`src/rtl/usb_report_fifo.sv`:
```
// rtl/usb_report_fifo.sv - single-clock report FIFO with overflow policy, flush and saturating loss counter
module usb_report_fifo #(
  parameter int DATA_W      = 64,
  parameter int DEPTH       = 8,
  parameter bit DROP_OLDEST = 1'b0
) (
  input  logic                         clk,
  input  logic                         rst,
  input  logic                         flush_i,
  input  logic [DATA_W-1:0]            usb_data_i,
  input  logic                         usb_data_valid_i,
  output logic [DATA_W-1:0]            usb_data_o,
  output logic                         usb_data_valid_o,
  input  logic                         usb_data_ready_i,
  output logic [$clog2(DEPTH+1)-1:0]   level_o,
  output logic                         full_o,
  output logic [15:0]                  overflow_cnt_o
);

  localparam int AW = $clog2(DEPTH);
  localparam int LW = $clog2(DEPTH+1);

  logic [DATA_W-1:0] mem [DEPTH];
  logic [AW-1:0]     wr_ptr;
  logic [AW-1:0]     rd_ptr;
  logic [LW-1:0]     level;
  logic [15:0]       ovf_cnt;

  logic push;
  logic pop;
  logic overflow;
  logic wr_en;
  logic rd_adv;

  // When full the pointers coincide, so a drop-oldest write at wr_ptr replaces the head entry.
  always_comb begin
    push     = usb_data_valid_i & ~flush_i;
    pop      = usb_data_valid_o & usb_data_ready_i & ~flush_i;
    overflow = push & full_o & ~pop;
    wr_en    = push & (~overflow | DROP_OLDEST);
    rd_adv   = pop | (overflow & DROP_OLDEST);
  end

  assign usb_data_valid_o = (level != '0);
  assign full_o           = (level == LW'(DEPTH));
  assign level_o          = level;
  assign overflow_cnt_o   = ovf_cnt;
  assign usb_data_o       = usb_data_valid_o ? mem[rd_ptr] : '0;

  always_ff @(posedge clk) begin
    if (wr_en) begin
      mem[wr_ptr] <= usb_data_i;
    end
  end

  always_ff @(posedge clk or negedge rst) begin
    if (!rst) begin
      wr_ptr <= '0;
      rd_ptr <= '0;
      level  <= '0;
    end else if (flush_i) begin
      wr_ptr <= '0;
      rd_ptr <= '0;
      level  <= '0;
    end else begin
      if (wr_en) begin
        wr_ptr <= wr_ptr + AW'(1);
      end
      if (rd_adv) begin
        rd_ptr <= rd_ptr + AW'(1);
      end
      if (push && !pop && !full_o) begin
        level <= level + LW'(1);
      end else if (pop && !push) begin
        level <= level - LW'(1);
      end
    end
  end

  always_ff @(posedge clk or negedge rst) begin
    if (!rst) begin
      ovf_cnt <= '0;
    end else if (overflow && ovf_cnt != 16'hFFFF) begin
      ovf_cnt <= ovf_cnt + 16'd1;
    end
  end

endmodule
```
`config.mk`:
```
export PLATFORM = sky130hd
export DESIGN_NAME = usb_report_fifo
export DESIGN_NICKNAME = d
export VERILOG_FILES = /design/src/rtl/usb_report_fifo.sv
export SDC_FILE = /design/constraint.sdc
export NUM_CORES = 1
export LEC_CHECK = 0
export CAP_MARGIN = 25
export CORE_MARGIN = 2
export CORE_UTILIZATION = 50
export CTS_CLUSTER_SIZE = 40
export DETAILED_ROUTE_END_ITERATION = 10
export PLACE_DENSITY = 0.73
export SLEW_MARGIN = 20
export SYNTH_ARGS = -nofsm -noshare
export SYNTH_HDL_FRONTEND = slang
export SYNTH_SLANG_ARGS = --single-unit
export TNS_END_PERCENT = 1
```
`constraint.sdc`:
```
create_clock -name clk -period 11.3 [get_ports clk]
set_input_delay 3.39 -clock clk [delete_from_list [all_inputs] [get_ports clk]]
set_output_delay 3.39 -clock clk [all_outputs]
set_load 0.01 [all_outputs]
```
### Word-level counts from Yosys, hierarchy flattened

Memory sizes are Yosys's and may differ from the RTL's.
Index checks and enable logic that the tools add are counted.
Widths: inputs -> output; s select.

* bits of input ports: 69
* output and inout port bits: 86
* logic and storage cells: 42
* flip-flop bits (word level): 26
* ROM bits: 0
* memories: 1
* RAM bits: 512
* bits in latches: 0

Memory list
* mem: words 8, width 64, rd ports 1, clocked after memory_dff 0, wr ports 1, RTL line 23 `logic [DATA_W-1:0] mem [DEPTH];`

* equality and inequality tests: 2
* mux-type cells: 10
* $add $sub $neg: 5
* bitwise operators: 9
* shifts and indexed selects: 0
* order comparisons: 0
* multiply operators: 0
* divide/modulo/power cells: 0
* reduce and logical (&&, ||, !) cells: 11

Operators with widths (count)
* $mux 64: 1
* $add 16x1->16 const B: 1
* $ne 16x16->1 const B: 1
* $mux 3: 4
* $mux 4: 3
* $add 3x1->3 const B: 2
* $and 1x1->1: 6
* $add 4x1->4 const B: 1
* $eq 4x4->1 const B: 1
* $logic_and 1x1->1: 4
* $reduce_bool 2->1: 2
* $reduce_bool 4->1: 1
* $sub 4x1->4 const B: 1
* $logic_not 1->1: 3
* $not 1->1: 3
* $reduce_bool 3->1: 1
* $mux 1: 2

### Logic depth before layout (Yosys ltp)

* word-level depth: 9
* gate-level depth with buffers: 8

### Worst setup path before layout

No wires, ideal clock.

* kind: in2reg
* from: in usb_data_valid_i
* to: mem mem[1][0], enable pin
* arrival: 8.266 ns
* required time: 10.735 ns
* buffers on the path: 1
* stages on the path: 4
* setup time: 0.565 ns
* path slack: 2.469 ns
* path through: buf_4 > nor2b_1 > o211ai_1 > nor3_1

* longest elaborated chain between the ends: 7

RTL lines
* start: declaration: RTL line 11 `input logic usb_data_valid_i,`
* $and 1x1->1 *: RTL line 37 `push = usb_data_valid_i & ~flush_i;`
* $and 1x1->1 (2 in series): RTL line 39 `overflow = push & full_o & ~pop;`
* $not 1->1: RTL line 40 `wr_en = push & (~overflow | DROP_OLDEST);`
* $and 1x1->1 *: RTL line 40
* $mux 1 *: RTL line 51 `if (wr_en) begin`
* $mux 1 (implied by the code) *: RTL line 52 `mem[wr_ptr] <= usb_data_i;`
* end: declaration: RTL line 23

Every way passes the cells marked *; elsewhere a longest branch is shown, timed or not.

### Worst setup path after layout

* from: reg rd_ptr[0]
* to: out usb_data_o[34]

* longest elaborated chain between the ends: 2

RTL lines
* start: declaration: RTL line 25 `logic [AW-1:0] rd_ptr;`
* start signal: assignment: RTL line 70 `rd_ptr <= rd_ptr + AW'(1);`
* $mem_v2 8x64
* $mux 64: RTL line 48 `assign usb_data_o = usb_data_valid_o ? mem[rd_ptr] : '0;`
* end: declaration: RTL line 12 `output logic [DATA_W-1:0] usb_data_o,`

No other way between the ends.

==> run metrics <==
FFs w/ async S/R, synth ~4.8%; Routed WL per cell 23.9 µm; # setup viols final 0; Seq pwr share 42.8%; unique cell type count in the Yosys netlist 47; final hold violation count 0; peak supply drop between 0.00015 and 0.0002 V; Clock Pin Slew Worst Setup and Hold Paths 60 ps; fraction of layout cells with a size suffix above 1 20.8%; DRT iter0 DRCs 538; Ys Warns 0; Sink Count around 540; GRT Util Overall 19.4%; setup bufs post-CTS 0; drt pass-1 iters 5; # hold bufs at CTS 0; Core Box Area 41,000 µm²; global-route wire length before repair around 63,000 µm; clk buf depth 3; worst-margin pin slew 1060 ps; largest net degree at the start of global routing 83; commonest non-fill, non-tap cell in the layout edfxtp_1; CP Launch Type flip-flop; antenna violations before repair 1; Port Buf Inserts 154; Clock Tree Root clkbuf_16; Via density 5.73; Post-Route Skew 23.9 ps; r2r setup slk 8140 ps; Initial Util 51.0%; drt drc 0; Int Pwr between 0.003 and 0.004 W; Row Count 74; Critical Path End Type output pin; Comb power frac 26.0%; Die H 208 µm; grt ovf 0; Diodes inserted 0; layout net count 1,229; layout overhead on the synthesized area 19.1%; Mapped Nets 1,046; CTS Buf Count 54; Crit Path Max Fanout 82; Arrival @ worst endpoint about 3500 ps; ANT nets after route 0; switching power 0.00146 W; max-cap viol count 0; hold path cells 1; CTS tree done; max-slew violations 0; setup TNS 0 ps; Top Ports 155; HP Class reg2reg; switching share of power 27.0%; die area 43,400 µm²; total wire length 41,300 µm; min Tclk post-route 6860 ps; post_cts resized 0; status finished, final reports clean; Crit path required time roughly 8000 ps; Slew Limit Headroom between 20% and 30%; Die W 208 µm; reg2reg path depth 4; Cell Pwr Density 217 nW/µm²; final period utilization between 60% and 70%; RSZ-0062 raised after global routing no; per-instance average area after synthesis 21.5 µm²; Clk Latency, worst-skew pair 610 ps; H-tree depth 2; post-synthesis sequential area ratio 76.7%; Max Fclk 0.146 GHz; number of synthesized flops with an enable pin 512; number of global-route vias before repair slightly above 10k; Final Wtd Congestion 0.737; Clk network pwr share 31.2%; Pleak 7.82 nW; Critical Setup Path Class reg2out; Post-Syn Area 20,900 µm²; #FFs+latches synth roughly 540; Via Count a little under 10k; post-layout util 60.7%; commonest non-fill, non-tap cells in the layout edfxtp_1 (512), clkdlybuf4s50_1 (154), mux4_2 (128); DP Wirelength 22,400 µm; dominant synthesized flop cell edfxtp_1; synthesized instance count 971
path summary, 6_finish.rpt:
path                                                    start                             to
worst max-delay path                    rd_ptr[0]$_DFFE_PN0P_                 usb_data_o[34]
worst min-delay path            overflow_cnt_o[5]$_DFFE_PN0P_  overflow_cnt_o[5]$_DFFE_PN0P_
worst max register to register         level_o[0]$_DFFE_PN0P_            mem[6][9]$_DFFE_PP_
worst min register to register  overflow_cnt_o[5]$_DFFE_PN0P_  overflow_cnt_o[5]$_DFFE_PN0P_
max in group asynchronous                                 rst          rd_ptr[0]$_DFFE_PN0P_
min in group asynchronous                                 rst         level_o[0]$_DFFE_PN0P_
Yosys cell counts (2+ instances only):
cell | n | area, µm²
edfxtp_1 | 512 | 15400
mux4_2 | 128 | 2880
nor2_1 | 86 | 323
mux2i_1 | 65 | 651
dfrtp_1 | 26 | 651
buf_2 | 21 | 105
clkbuf_1 | 18 | 67.6
xor2_1 | 14 | 123
nand2_1 | 10 | 37.5
nand3_1 | 9 | 45.0
inv_1 | 7 | 26.3
nor3_1 | 7 | 35.0
buf_1 | 6 | 22.5
nand4_1 | 6 | 37.5
ha_1 | 5 | 62.6
nand2b_1 | 4 | 25.0
nor4_1 | 4 | 25.0
mux2_1 | 3 | 33.8
mux2_2 | 3 | 33.8
o211ai_1 | 3 | 22.5
xnor2_1 | 3 | 26.3
a21oi_1 | 2 | 10.0
and3_1 | 2 | 12.5
and4_1 | 2 | 17.5
buf_4 | 2 | 15.0
nor2b_1 | 2 | 12.5
area by class of cell:
class                           instances  area [µm²]
Fill cell                            2904       16100
Sequential cell                       538       16000
Multi-Input combinational cell        379        4700
Timing Repair Buffer                  174        1770
Clock buffer                           64        1410
Tap cell                              532         666
Clock inverter                         33         268
Inverter                                7        26.3
cells by family (layout without fill, tap and decap cells):
kind of cell,Yosys count,after routing,share of synthesized area [%]
simple gates,142,142,3.22
fa+ha+maj,6,6,0.395
compound gates,14,14,0.557
flops,538,538,76.7
xor+xnor,17,17,0.712
buf+inv,54,278,1.13
mux,200,200,17.3
layer usage:
layer	track usage, %	up-vias	routed length [µm]
met1	26.5	5225	17700
met3	3.71	55	2070
met2	32.4	249	20800
li1	-	4367	-
met5	0	-	13
met4	5.06	2	764
state kept, by name, indices dropped and copies added, names as in the netlist:
| name | cells |
|---|---|
| wr_ptr | 3 |
| overflow_cnt_o | 16 |
| level_o | 4 |
| mem | 512 |
| rd_ptr | 3 |
through the flow:
step	cell area, µm²	cells	hold WS (ps)	setup slack (ps)	power (W)
floorplan	20900	971	532	2470	0.00316
global placement	23100	1626	504	4600	0.00376
detailed placement	23200	1628	504	4560	0.00378
CTS	24800	1725	516	3980	0.00546
global route	24900	1727	545	4190	0.00563
finish	24900	1727	519	4440	0.00540
worst max-delay path, stage by stage, from the launching register on:
cell and delay, ps:
dfrtp_4 770, buf_12 570, mux4_2 600, mux2i_1 230, nor2_1 70, clkdlybuf4s50_1 530
power by group through the flow:
stage / Combinational (W) / Sequential, W / Clock, W
3_3_place_gp: 0.00137 / 0.00239 / 0
4_1_cts: 0.00140 / 0.00234 / 0.00172
2_1_floorplan: 0.000838 / 0.00232 / 0
6_report: 0.00140 / 0.00231 / 0.00169
3_5_place_dp: 0.00140 / 0.00238 / 0
5_1_grt: 0.00151 / 0.00232 / 0.00180
Power figures use the tool's default switching activity.
